[src/rtl/fetch_pkg.sv]
// fetch_pkg: types and defaults shared by the instruction fetch unit.
package fetch_pkg;
    localparam int XLEN = 32;
    localparam logic [XLEN-1:0] RESET_VECTOR_DEFAULT = '0;
    typedef enum logic [1:0] {BOOT, RUN, HOLD} fetch_state_e;
    typedef struct packed {
        logic [XLEN-1:0] instr;
        logic [XLEN-1:0] pc;
    } if_entry_t;
endpackage

[src/rtl/fetch_if.sv]
// fetch_if: redirect, instruction-memory and decode handshakes of the fetch unit.
interface fetch_if
    import fetch_pkg::*;
#(
    parameter int AW = XLEN
) ();
    logic          flush;
    logic [AW-1:0] flush_target;
    logic          jalr;
    logic [AW-1:0] jalr_target;
    logic          PCSrc;
    logic [AW-1:0] br_target;
    logic          imem_req;
    logic [AW-1:0] imem_addr;
    logic          imem_rvalid;
    logic [AW-1:0] imem_rdata;
    logic          if_valid;
    logic          if_ready;
    logic [AW-1:0] if_instr;
    logic [AW-1:0] if_pc;
    logic          misalign;
    modport master (
        input  flush, flush_target, jalr, jalr_target, PCSrc, br_target,
        input  imem_rvalid, imem_rdata, if_ready,
        output imem_req, imem_addr, if_valid, if_instr, if_pc, misalign
    );
    modport slave (
        output flush, flush_target, jalr, jalr_target, PCSrc, br_target,
        output imem_rvalid, imem_rdata, if_ready,
        input  imem_req, imem_addr, if_valid, if_instr, if_pc, misalign
    );
endinterface

[src/rtl/fetch_fifo.sv]
// fetch_fifo: power-of-two synchronous FIFO with occupancy count and single-cycle clear.
module fetch_fifo #(
    parameter int DEPTH = 2,
    parameter int WIDTH = 32,
    localparam int PW = $clog2(DEPTH),
    localparam int CW = PW + 1
) (
    input  logic             clk,
    input  logic             rst,
    input  logic             clr,
    input  logic             push,
    input  logic [WIDTH-1:0] din,
    input  logic             pop,
    output logic [WIDTH-1:0] dout,
    output logic [CW-1:0]    count
);
    logic [WIDTH-1:0] mem [DEPTH];
    logic [PW-1:0]    rptr, wptr;
    logic             empty, full, do_push, do_pop;
    assign empty   = count == '0;
    assign full    = count == CW'(DEPTH);
    assign do_pop  = pop && !empty;
    assign do_push = push && (!full || do_pop);
    assign dout    = mem[rptr];
    always_ff @(posedge clk or negedge rst)
        if (!rst) begin
            rptr  <= '0;
            wptr  <= '0;
            count <= '0;
        end else if (clr) begin
            rptr  <= '0;
            wptr  <= '0;
            count <= '0;
        end else begin
            if (do_push) wptr <= wptr + PW'(1);
            if (do_pop) rptr <= rptr + PW'(1);
            count <= count + CW'(do_push) - CW'(do_pop);
        end
    always_ff @(posedge clk)
        if (do_push) mem[wptr] <= din;
    a_no_overflow: assert property (@(posedge clk) disable iff (!rst) !(push && full && !pop && !clr));
endmodule

[src/rtl/fetch_ctrl.sv]
// fetch_ctrl: owns the PC, arbitrates redirects against PC+4 and buffers
// in-order fetch responses so decode can stall without losing words.
module fetch_ctrl
    import fetch_pkg::*;
#(
    parameter int                       ADDRESS_WIDTH = XLEN,
    parameter logic [ADDRESS_WIDTH-1:0] RESET_VECTOR  = RESET_VECTOR_DEFAULT,
    parameter int                       BUF_DEPTH     = 2
) (
    input logic     clk,
    input logic     rst,
    fetch_if.master bus
);
    localparam int AW = ADDRESS_WIDTH;
    localparam int CW = $clog2(BUF_DEPTH) + 1;
    fetch_state_e  state, state_nx;
    logic [AW-1:0] pc, target;
    logic [AW:0]   f_dout;
    logic [CW-1:0] q_count, f_count;
    logic [CW:0]   occ, occ_nx;
    logic          epoch, redir, issue, pop, push, valid, misalign_q;
    if_entry_t     q_din, q_dout;
    assign redir  = state != BOOT && (bus.flush || bus.jalr || bus.PCSrc);
    assign target = bus.flush ? bus.flush_target :
                    bus.jalr  ? (bus.jalr_target & ~AW'(1)) : bus.br_target;
    assign valid  = q_count != '0;
    assign pop    = valid && bus.if_ready;
    // responses tagged with an older epoch belong to a squashed path
    assign push   = bus.imem_rvalid && f_dout[AW] == epoch;
    assign q_din  = {bus.imem_rdata, f_dout[AW-1:0]};
    // a slot freed by this cycle's pop can be refilled immediately
    assign occ    = (CW+1)'(q_count) + (CW+1)'(f_count) - (CW+1)'(pop);
    assign occ_nx = (redir ? (CW+1)'(0) : (CW+1)'(q_count) + (CW+1)'(push) - (CW+1)'(pop)) +
                    (CW+1)'(f_count) + (CW+1)'(issue) - (CW+1)'(bus.imem_rvalid);
    assign issue  = state != BOOT && !redir && occ < (CW+1)'(BUF_DEPTH);
    always_ff @(posedge clk or negedge rst)
        if (!rst) state <= BOOT;
        else state <= state_nx;
    always_comb
        state_nx = (state == BOOT || redir) ? RUN : (occ_nx == (CW+1)'(BUF_DEPTH) ? HOLD : RUN);
    always_comb begin
        bus.imem_req  = issue;
        bus.imem_addr = pc;
        bus.if_valid  = valid;
        bus.if_instr  = valid ? q_dout.instr : '0;
        bus.if_pc     = valid ? q_dout.pc : '0;
        bus.misalign  = misalign_q;
    end
    always_ff @(posedge clk or negedge rst)
        if (!rst) begin
            pc         <= RESET_VECTOR;
            epoch      <= 1'b0;
            misalign_q <= 1'b0;
        end else begin
            pc         <= redir ? (target & ~AW'(3)) : issue ? pc + AW'(4) : pc;
            epoch      <= epoch ^ redir;
            misalign_q <= redir && target[1];
        end
    fetch_fifo #(.DEPTH(BUF_DEPTH), .WIDTH($bits(if_entry_t))) u_queue (
        .clk(clk), .rst(rst), .clr(redir), .push(push), .din(q_din),
        .pop(pop), .dout(q_dout), .count(q_count)
    );
    fetch_fifo #(.DEPTH(BUF_DEPTH), .WIDTH(AW + 1)) u_inflight (
        .clk(clk), .rst(rst), .clr(1'b0), .push(issue), .din({epoch, pc}),
        .pop(bus.imem_rvalid), .dout(f_dout), .count(f_count)
    );
endmodule
[src/flat_wrapper.sv]
// flat-port wrapper written by rule: the top's interface ports become plain ports
module fetch_ctrl_flat import fetch_pkg::*;
#(
    parameter int                       ADDRESS_WIDTH = XLEN,
    parameter logic [ADDRESS_WIDTH-1:0] RESET_VECTOR  = RESET_VECTOR_DEFAULT,
    parameter int                       BUF_DEPTH     = 2
)
  (clk, rst, bus_flush, bus_flush_target, bus_jalr, bus_jalr_target, bus_PCSrc, bus_br_target, bus_imem_rvalid, bus_imem_rdata, bus_if_ready, bus_imem_req, bus_imem_addr, bus_if_valid, bus_if_instr, bus_if_pc, bus_misalign);
  fetch_if bus_i ();
  input logic clk;
  input logic rst;
  input wire logic [$bits(bus_i.flush)-1:0] bus_flush;
  input wire logic [$bits(bus_i.flush_target)-1:0] bus_flush_target;
  input wire logic [$bits(bus_i.jalr)-1:0] bus_jalr;
  input wire logic [$bits(bus_i.jalr_target)-1:0] bus_jalr_target;
  input wire logic [$bits(bus_i.PCSrc)-1:0] bus_PCSrc;
  input wire logic [$bits(bus_i.br_target)-1:0] bus_br_target;
  input wire logic [$bits(bus_i.imem_rvalid)-1:0] bus_imem_rvalid;
  input wire logic [$bits(bus_i.imem_rdata)-1:0] bus_imem_rdata;
  input wire logic [$bits(bus_i.if_ready)-1:0] bus_if_ready;
  output wire logic [$bits(bus_i.imem_req)-1:0] bus_imem_req;
  output wire logic [$bits(bus_i.imem_addr)-1:0] bus_imem_addr;
  output wire logic [$bits(bus_i.if_valid)-1:0] bus_if_valid;
  output wire logic [$bits(bus_i.if_instr)-1:0] bus_if_instr;
  output wire logic [$bits(bus_i.if_pc)-1:0] bus_if_pc;
  output wire logic [$bits(bus_i.misalign)-1:0] bus_misalign;
  assign bus_i.flush = bus_flush;
  assign bus_i.flush_target = bus_flush_target;
  assign bus_i.jalr = bus_jalr;
  assign bus_i.jalr_target = bus_jalr_target;
  assign bus_i.PCSrc = bus_PCSrc;
  assign bus_i.br_target = bus_br_target;
  assign bus_i.imem_rvalid = bus_imem_rvalid;
  assign bus_i.imem_rdata = bus_imem_rdata;
  assign bus_i.if_ready = bus_if_ready;
  assign bus_imem_req = bus_i.imem_req;
  assign bus_imem_addr = bus_i.imem_addr;
  assign bus_if_valid = bus_i.if_valid;
  assign bus_if_instr = bus_i.if_instr;
  assign bus_if_pc = bus_i.if_pc;
  assign bus_misalign = bus_i.misalign;
  fetch_ctrl #(.ADDRESS_WIDTH(ADDRESS_WIDTH), .RESET_VECTOR(RESET_VECTOR), .BUF_DEPTH(BUF_DEPTH)) u_core (.clk(clk), .rst(rst), .bus(bus_i));
endmodule
[config.mk]
export PLATFORM = sky130hd
export DESIGN_NAME = fetch_ctrl_flat
export DESIGN_NICKNAME = d
export VERILOG_FILES = /design/src/rtl/fetch_pkg.sv /design/src/rtl/fetch_if.sv /design/src/rtl/fetch_fifo.sv /design/src/rtl/fetch_ctrl.sv /design/src/flat_wrapper.sv
export SDC_FILE = /design/constraint.sdc
export NUM_CORES = 1
export LEC_CHECK = 0
export ABC_AREA = 1
export CAP_MARGIN = 20
export CORE_AREA = 5 5 170 172
export CTS_CLUSTER_DIAMETER = 120
export CTS_CLUSTER_SIZE = 16
export DETAILED_ROUTE_END_ITERATION = 10
export DIE_AREA = 0 0 175 177
export PLACE_DENSITY_LB_ADDON = 0.2
export SLEW_MARGIN = 15
export SYNTH_ARGS = -nofsm -noshare
export SYNTH_HDL_FRONTEND = slang
export SYNTH_SLANG_ARGS = --single-unit
[constraint.sdc]
create_clock -name clk -period 7.4 [get_ports clk]
set_input_delay 1.48 -clock clk [delete_from_list [all_inputs] [get_ports clk]]
set_output_delay 1.48 -clock clk [all_outputs]
set_load 0.02 [all_outputs]
==> summary.txt, run 1 <==
GRT
  • Pin count of the biggest net entering global routing: 66
  • Grt total ovfl: 0
  • Initial antenna violation count: 0
  • First-pass GRT wire length: 41,900 µm
  • Vias in the first global route: 7,993
  • GR Util All Layers: 0.166

Layout
  • Util after Layout: 0.502
  • NumNets Final: 1,469
  • Ant diodes: 0
  • Area Growth Syn to Fin: 29.1%
  • Share of layout cells above drive strength 1: 0.0443

STA
  • Fin crit period: 5.88 ns
  • RSZ-0062 raised after global routing: false
  • Max Slew Vio Count: 0
  • Worst slew pin tran: 1.02 ns
  • Max Clk Rate: 170 MHz
  • Final setup viols: 0
  • Final hold violation count: 0
  • Tcrit/Tclk final: 0.795
  • Rel. slew slack: 0.318
  • Setup tns final: 0 ns
  • Clock Skews: 0.0252 ns

Die
  • Total die area: 31,000 µm²
  • Initial core utilization: 0.389
  • Die H: 177 µm
  • Die width: 175 µm
  • IO Pins: 234
  • FP Rows: 61
  • Core area: 27,300 µm²

Clocking
  • Post-CTS sizing: 0
  • CTS Sinks: 228
  • Clock Latency Late Sink: 0.49 ns
  • Clock buffer depth: 3
  • Clk pin slew, worst setup/hold paths: 0.08 ns
  • H-tree Lvls: 1
  • Cts-stage hold buffer count: 0
  • CTS Buf Count: 18
  • CTS tree: done
  • Root Buffer: clkbuf_16
  • Setup bufs post-CTS: 0

Synth
  • Count leader, synth: nand2_1
  • Post-Synth Adder-Cell Area: 0.0181
  • Cell variety after synth: 37
  • Synth area leaders: edfxtp_1, nand2_1, dfrtp_1, nor2_1, a21oi_1
  • Synth warn: 0
  • Post-synthesis sequential area ratio: 0.624
  • Average size of a mapped cell: 9.55 µm²
  • Main combinational cell family by area after synthesis: simple AND/OR/NAND/NOR gates
  • Synth top area share: 0.526
  • Post-synthesis compound-gate area fraction: 0.0704
  • Main flop type after synthesis: edfxtp_1
  • Post-synthesis simple-gate area fraction: 0.230
  • Flops & latches, synth: 228
  • Xor/xnor cell area share of the yosys netlist: 0.00907
  • Mapped Area: 10,600 µm²
  • Synthesized instance count: 1,113
  • Mux cell area share after synthesis: 0
  • Commonest cells in the netlist: nand2_1, edfxtp_1, nor2_1, a21oi_1, nand3_1
  • Leading area contributor after synthesis: edfxtp_1
  • EDFF count, synth: 186
  • FFs w/ async S/R, synth: 0.184

Power
  • Part of the power in registers: 0.493
  • Sw Share: 0.316
  • Clock share of power: 0.246
  • PD cells: 268 nW/µm²
  • P_sw: 1.16 mW
  • Leakage: 5.30 nW
  • Max rail drop VDD: 0.140 mV
  • Logic pwr share: 0.261
  • Int Pwr: 2.52 mW

Hold path
  • Worst Hold Class: reg -> reg

Flow run
  • Max Cap Viol: 0

Detailed routing
  • DR WL/cell: 15.6 µm
  • Number of detailed-route iterations in the first pass: 5
  • Post-Route WL: 26,300 µm
  • Vias per cell: 4.80
  • DRT antenna net count: 0
  • DR iter-0 viols: 407
  • Vias: 8,063
  • DRC: 0

Worst setup path
  • Worst Path Required: 5.92 ns
  • CP max-delay cell: clkdlybuf4s50_1
  • CP Launch Type: primary input
  • Critical path endpoint category: output pin
  • Worst-path fanout max: 7
  • Max stage delay on crit path: 0.70 ns
  • Crit path DAT: 4.40 ns
  • Setup CP Type: in -> out
  • CP cell instances: clkdlybuf4s50_1 -> inv_1 -> nor2_1 -> inv_1 -> nor2_1 -> o21ai_0 -> fa_1 -> inv_1 -> nor2_1 -> nand2_1 -> nor2_4 -> clkdlybuf4s50_1

Place
  • I/O Buffers: 226
  • Hpwl dp: 17,900 µm
  • Placer Congestion: 0.845

Status
  • Status: finished, final reports clean
==> layout make-up <==
cell class              count  area [µm²]
flip-flops and latches    228        6640
multi-input cells         775        3520
clock buffers              31         520
fillers                  2536       13600
clock inverters             1        16.3
repair buffers            239        2370
inverters                  59         224
well taps                 346         433
==> stage by stage <==
step                      power (mW)  setup slack [ns]  instance area [µm²]  instances  hold slack [ns]
final                           3.68              1.52                13700       1679            0.512
after CTS                       3.73              1.48                13700       1677            0.513
after detailed placement        2.81              1.50                13200       1645            0.494
after global placement          2.78              1.49                13200       1645            0.477
after global routing            3.90              1.37                13700       1679            0.529
after floorplan                 2.39              2.30                10600       1116            0.465
==> critical path, delay by kind of cell <==
family,cells,cell delay (ns)
adders and majority gates,1,0.50
AOI/OAI and AO/OA,1,0.12
and+or+nand+nor,5,0.93
buffers and inverters,5,1.38
==> flip-flops by register name (all words and copies together) (netlist names) <==
name and cells:
u_core.bus.imem_addr 30, u_core.bus.misalign 1, u_core.epoch 1, u_core.state 2
u_core.u_inflight.count 2, u_core.u_inflight.mem 62, u_core.u_inflight.rptr 1, u_core.u_inflight.wptr 1
u_core.u_queue.count 2, u_core.u_queue.mem 124, u_core.u_queue.rptr 1, u_core.u_queue.wptr 1
==> per-layer routing <==
layer | vias up | GRT usage | share of wire
li1 | 4093 | - | -
met1 | 3688 | 0.221 | 0.45
met2 | 248 | 0.280 | 0.46
met3 | 34 | 0.0389 | 0.069
met4 | 0 | 0.0370 | 0.016
met5 | - | 0 | 0
==> cell families (layout without fill, tap and decap cells) <==
| family | count (synthesis) | after routing |
|---|---|---|
| AOI/OAI and AO/OA | 140 | 140 |
| xor gates and xnor gates | 11 | 11 |
| adders and majority gates | 13 | 13 |
| buffers and inverters | 113 | 330 |
| DFF | 228 | 228 |
| other | 1 | 4 |
| and+or+nand+nor | 607 | 607 |
==> power by group through the flow <==
stage / Combinational [mW] / Clock (mW) / Sequential (mW)
after global routing: 1.08 / 0.982 / 1.84
after global placement: 0.927 / 0 / 1.85
after CTS: 0.951 / 0.937 / 1.84
after floorplan: 0.542 / 0 / 1.85
final: 0.960 / 0.905 / 1.81
after detailed placement: 0.946 / 0 / 1.86
==> cell usage in the layout (no fill, tap or decap), types with 2 or more instances in the layout <==
| master | count |
|---|---|
| or2_2 | 2 |
| a21oi_2 | 4 |
| edfxtp_1 | 186 |
| inv_1 | 55 |
| dfrtp_1 | 41 |
| o21ai_0 | 45 |
| inv_2 | 3 |
| conb_1 | 4 |
| o31ai_1 | 7 |
| fa_1 | 4 |
| ha_1 | 9 |
| o21ai_1 | 7 |
| clkbuf_1 | 12 |
| a31oi_1 | 2 |
| xor2_1 | 8 |
| nand3_1 | 66 |
| clkbuf_16 | 19 |
| nand4_1 | 2 |
| o211ai_1 | 3 |
| a21oi_1 | 70 |
| nor2_1 | 100 |
| nand2_1 | 421 |
| xnor2_1 | 3 |
| nor2_2 | 6 |
| clkdlybuf4s50_1 | 225 |
| buf_4 | 11 |
| nor2_4 | 4 |
==> worst paths after layout <==
| path | from | end | slack (ns) | depth (start not counted) |
|---|---|---|---|---|
| max in group asynchronous | rst | u_core.bus.imem_addr[4]$_DFFE_PN0P_ | 5.92 | 2 |
| setup reg to reg | u_core.u_queue.count[1]$_DFF_PN0_ | u_core.state[1]$_DFF_PN0_ | 3.45 | 15 |
| setup / recovery | bus_if_ready | bus_imem_req | 1.52 | 12 |
| min in group asynchronous | rst | u_core.u_queue.count[1]$_DFF_PN0_ | 0.95 | 1 |
| hold reg to reg | u_core.epoch$_DFF_PN0_ | u_core.u_inflight.mem[0][32]$_DFFE_PP_ | 0.51 | 0 |
| hold / removal | u_core.epoch$_DFF_PN0_ | u_core.u_inflight.mem[0][32]$_DFFE_PP_ | 0.51 | 0 |
Note: power is estimated with default switching activity, not from simulation.
==> inputs of run 2 (changes only) <==
==> constraint.sdc (replaced) <==
create_clock -name clk -period 6.1 [get_ports clk]
set_input_delay 1.22 -clock clk [delete_from_list [all_inputs] [get_ports clk]]
set_output_delay 1.22 -clock clk [all_outputs]
set_load 0.02 [all_outputs]
==> summary.txt, run 2 (same netlist as run 1, synthesis figures left out) <==
Die
  • Core area: 27,300 µm²
  • Die width: 175 µm
  • FP Rows: 61
  • IO Pins: 234
  • Initial core utilization: 0.389
  • Die H: 177 µm
  • Total die area: 31,000 µm²

STA
  • Max Clk Rate: 195 MHz
  • Clock Skews: 0.0233 ns
  • Max Slew Vio Count: 0
  • Rel. slew slack: 0.432
  • Final hold violation count: 0
  • Tcrit/Tclk final: 0.840
  • Final WS setup: 0.978 ns
  • Setup tns final: 0 ns
  • RSZ-0062 raised after global routing: false
  • Worst slew pin tran: 0.849 ns
  • Final setup viols: 0
  • Fin crit period: 5.12 ns

Detailed routing
  • DR iter-0 viols: 405
  • DR WL/cell: 15.7 µm
  • DRC: 0
  • Vias per cell: 4.80
  • DRT antenna net count: 0
  • Number of detailed-route iterations in the first pass: 4
  • Post-Route WL: 26,300 µm
  • Vias: 8,072

Layout
  • Util after Layout: 0.503
  • Biggest register: u_core.u_queue.mem
  • Ant diodes: 0
  • Area Growth Syn to Fin: 29.2%
  • NumNets Final: 1,471
  • Most frequent cells in the layout: nand2_1, clkdlybuf4s50_1, edfxtp_1
  • # fillers: 2,547
  • Most common cell after layout, fill and taps aside: nand2_1
  • Share of layout cells above drive strength 1: 0.0457
  • Max reg flops: 124

Clocking
  • CTS Buf Count: 18
  • CTS tree: done
  • Clock Latency Late Sink: 0.49 ns
  • Clk pin slew, worst setup/hold paths: 0.07 ns
  • Root Buffer: clkbuf_16
  • H-tree Lvls: 1
  • Setup bufs post-CTS: 0
  • Cts-stage hold buffer count: 0
  • CTS Sinks: 228
  • Clock buffer depth: 3
  • Post-CTS sizing: 0

Worst setup path
  • CP max-delay cell: clkdlybuf4s50_1
  • Worst-path fanout max: 5
  • CP cell instances: clkdlybuf4s50_1 -> inv_1 -> nor2_1 -> inv_1 -> nor2_1 -> o21ai_0 -> fa_1 -> inv_1 -> nor2_1 -> nand2_1 -> nor2_4 -> clkdlybuf4s50_1
  • Critical path endpoint category: output pin
  • Critical R2R Capture: u_core.state[0]$_DFF_PN0_
  • Crit path DAT: 3.90 ns
  • Max stage delay on crit path: 0.62 ns
  • Setup CP Type: in -> out
  • Worst Path Required: 4.88 ns
  • Worst r2r src: u_core.u_inflight.rptr$_DFFE_PN0P_
  • CP Launch Type: primary input
  • Flop-to-flop setup slack: 2.56 ns
  • Reg2reg path depth: 16

Hold path
  • HP Start: u_core.epoch$_DFF_PN0_
  • Worst Hold Class: reg -> reg
  • Hold EP: u_core.u_inflight.mem[0][32]$_DFFE_PP_
  • Hold Path Stages: 0

Place
  • Placer Congestion: 0.859
  • Hpwl dp: 18,300 µm
  • I/O Buffers: 226
  • Pre-CTS WS: 0.982 ns

GRT
  • GR Util All Layers: 0.169
  • First-pass GRT wire length: 42,600 µm
  • Grt total ovfl: 0
  • Initial antenna violation count: 0
  • Pin count of the biggest net entering global routing: 65
  • Vias in the first global route: 8,052

Power
  • Clock share of power: 0.247
  • Leakage: 5.30 nW
  • PD cells: 325 nW/µm²
  • Total power: 4.46 mW
  • Sw Share: 0.316
  • Int Pwr: 3.05 mW
  • P_sw: 1.41 mW
  • Part of the power in registers: 0.491
  • Max rail drop VDD: 0.182 mV
  • Logic pwr share: 0.262

Flow run
  • Max Cap Viol: 0

Status
  • Status: finished, final reports clean
-- run 2: cell type report --
| class | instances | area, µm² | area share |
|---|---|---|---|
| clock buffer | 31 | 520 | 0.0379 |
| multi-input combinational | 775 | 3520 | 0.256 |
| clock inverter | 1 | 16.3 | 0.00118 |
| tap | 346 | 433 | 0.0315 |
| timing repair buffer | 241 | 2380 | 0.173 |
| inverter | 59 | 224 | 0.0163 |
| sequential | 228 | 6640 | 0.483 |
-- run 2: through the flow --
| stage | cell area (µm²) | hold slack, ns | std cells |
|---|---|---|---|
| after floorplan | 10600 | 0.465 | 1116 |
| after global placement | 13200 | 0.492 | 1648 |
| after detailed placement | 13200 | 0.507 | 1648 |
| after CTS | 13700 | 0.524 | 1680 |
| after global routing | 13700 | 0.555 | 1681 |
| final | 13700 | 0.516 | 1681 |
-- run 2: worst max-delay path by stage --
stage / startpoint / end / depth (start not counted)
floorplan: bus_if_ready / u_core.u_inflight.mem[0][10]$_DFFE_PP_ / 12
global placement: bus_if_ready / bus_imem_req / 12
detailed placement: bus_if_ready / bus_imem_req / 12
CTS: bus_if_ready / bus_imem_req / 12
global route: bus_if_ready / bus_imem_req / 12
finish: bus_if_ready / bus_imem_req / 12
-- run 2: worst max-delay path: cells and delay by family --
kind            cells  cell delay (ns)
compound gates      1             0.13
simple gates        5             0.75
fa+ha+maj           1             0.50
buf+inv             5             1.31
-- run 2: power by group through the flow --
stage	logic, mW	registers, mW	clock network (mW)
4_1_cts	1.19	2.20	1.14
6_report	1.17	2.19	1.10
2_1_floorplan	0.657	2.24	0
3_5_place_dp	1.19	2.23	0
5_1_grt	1.32	2.23	1.20
3_3_place_gp	1.16	2.22	0
-- run 2: layer usage --
metal | wire (µm) | vias up | GRT usage
li1 | - | 4100 | -
met5 | 0 | - | 0
met4 | 362 | 0 | 0.0370
met2 | 12000 | 254 | 0.277
met3 | 1900 | 24 | 0.0370
met1 | 12000 | 3694 | 0.232
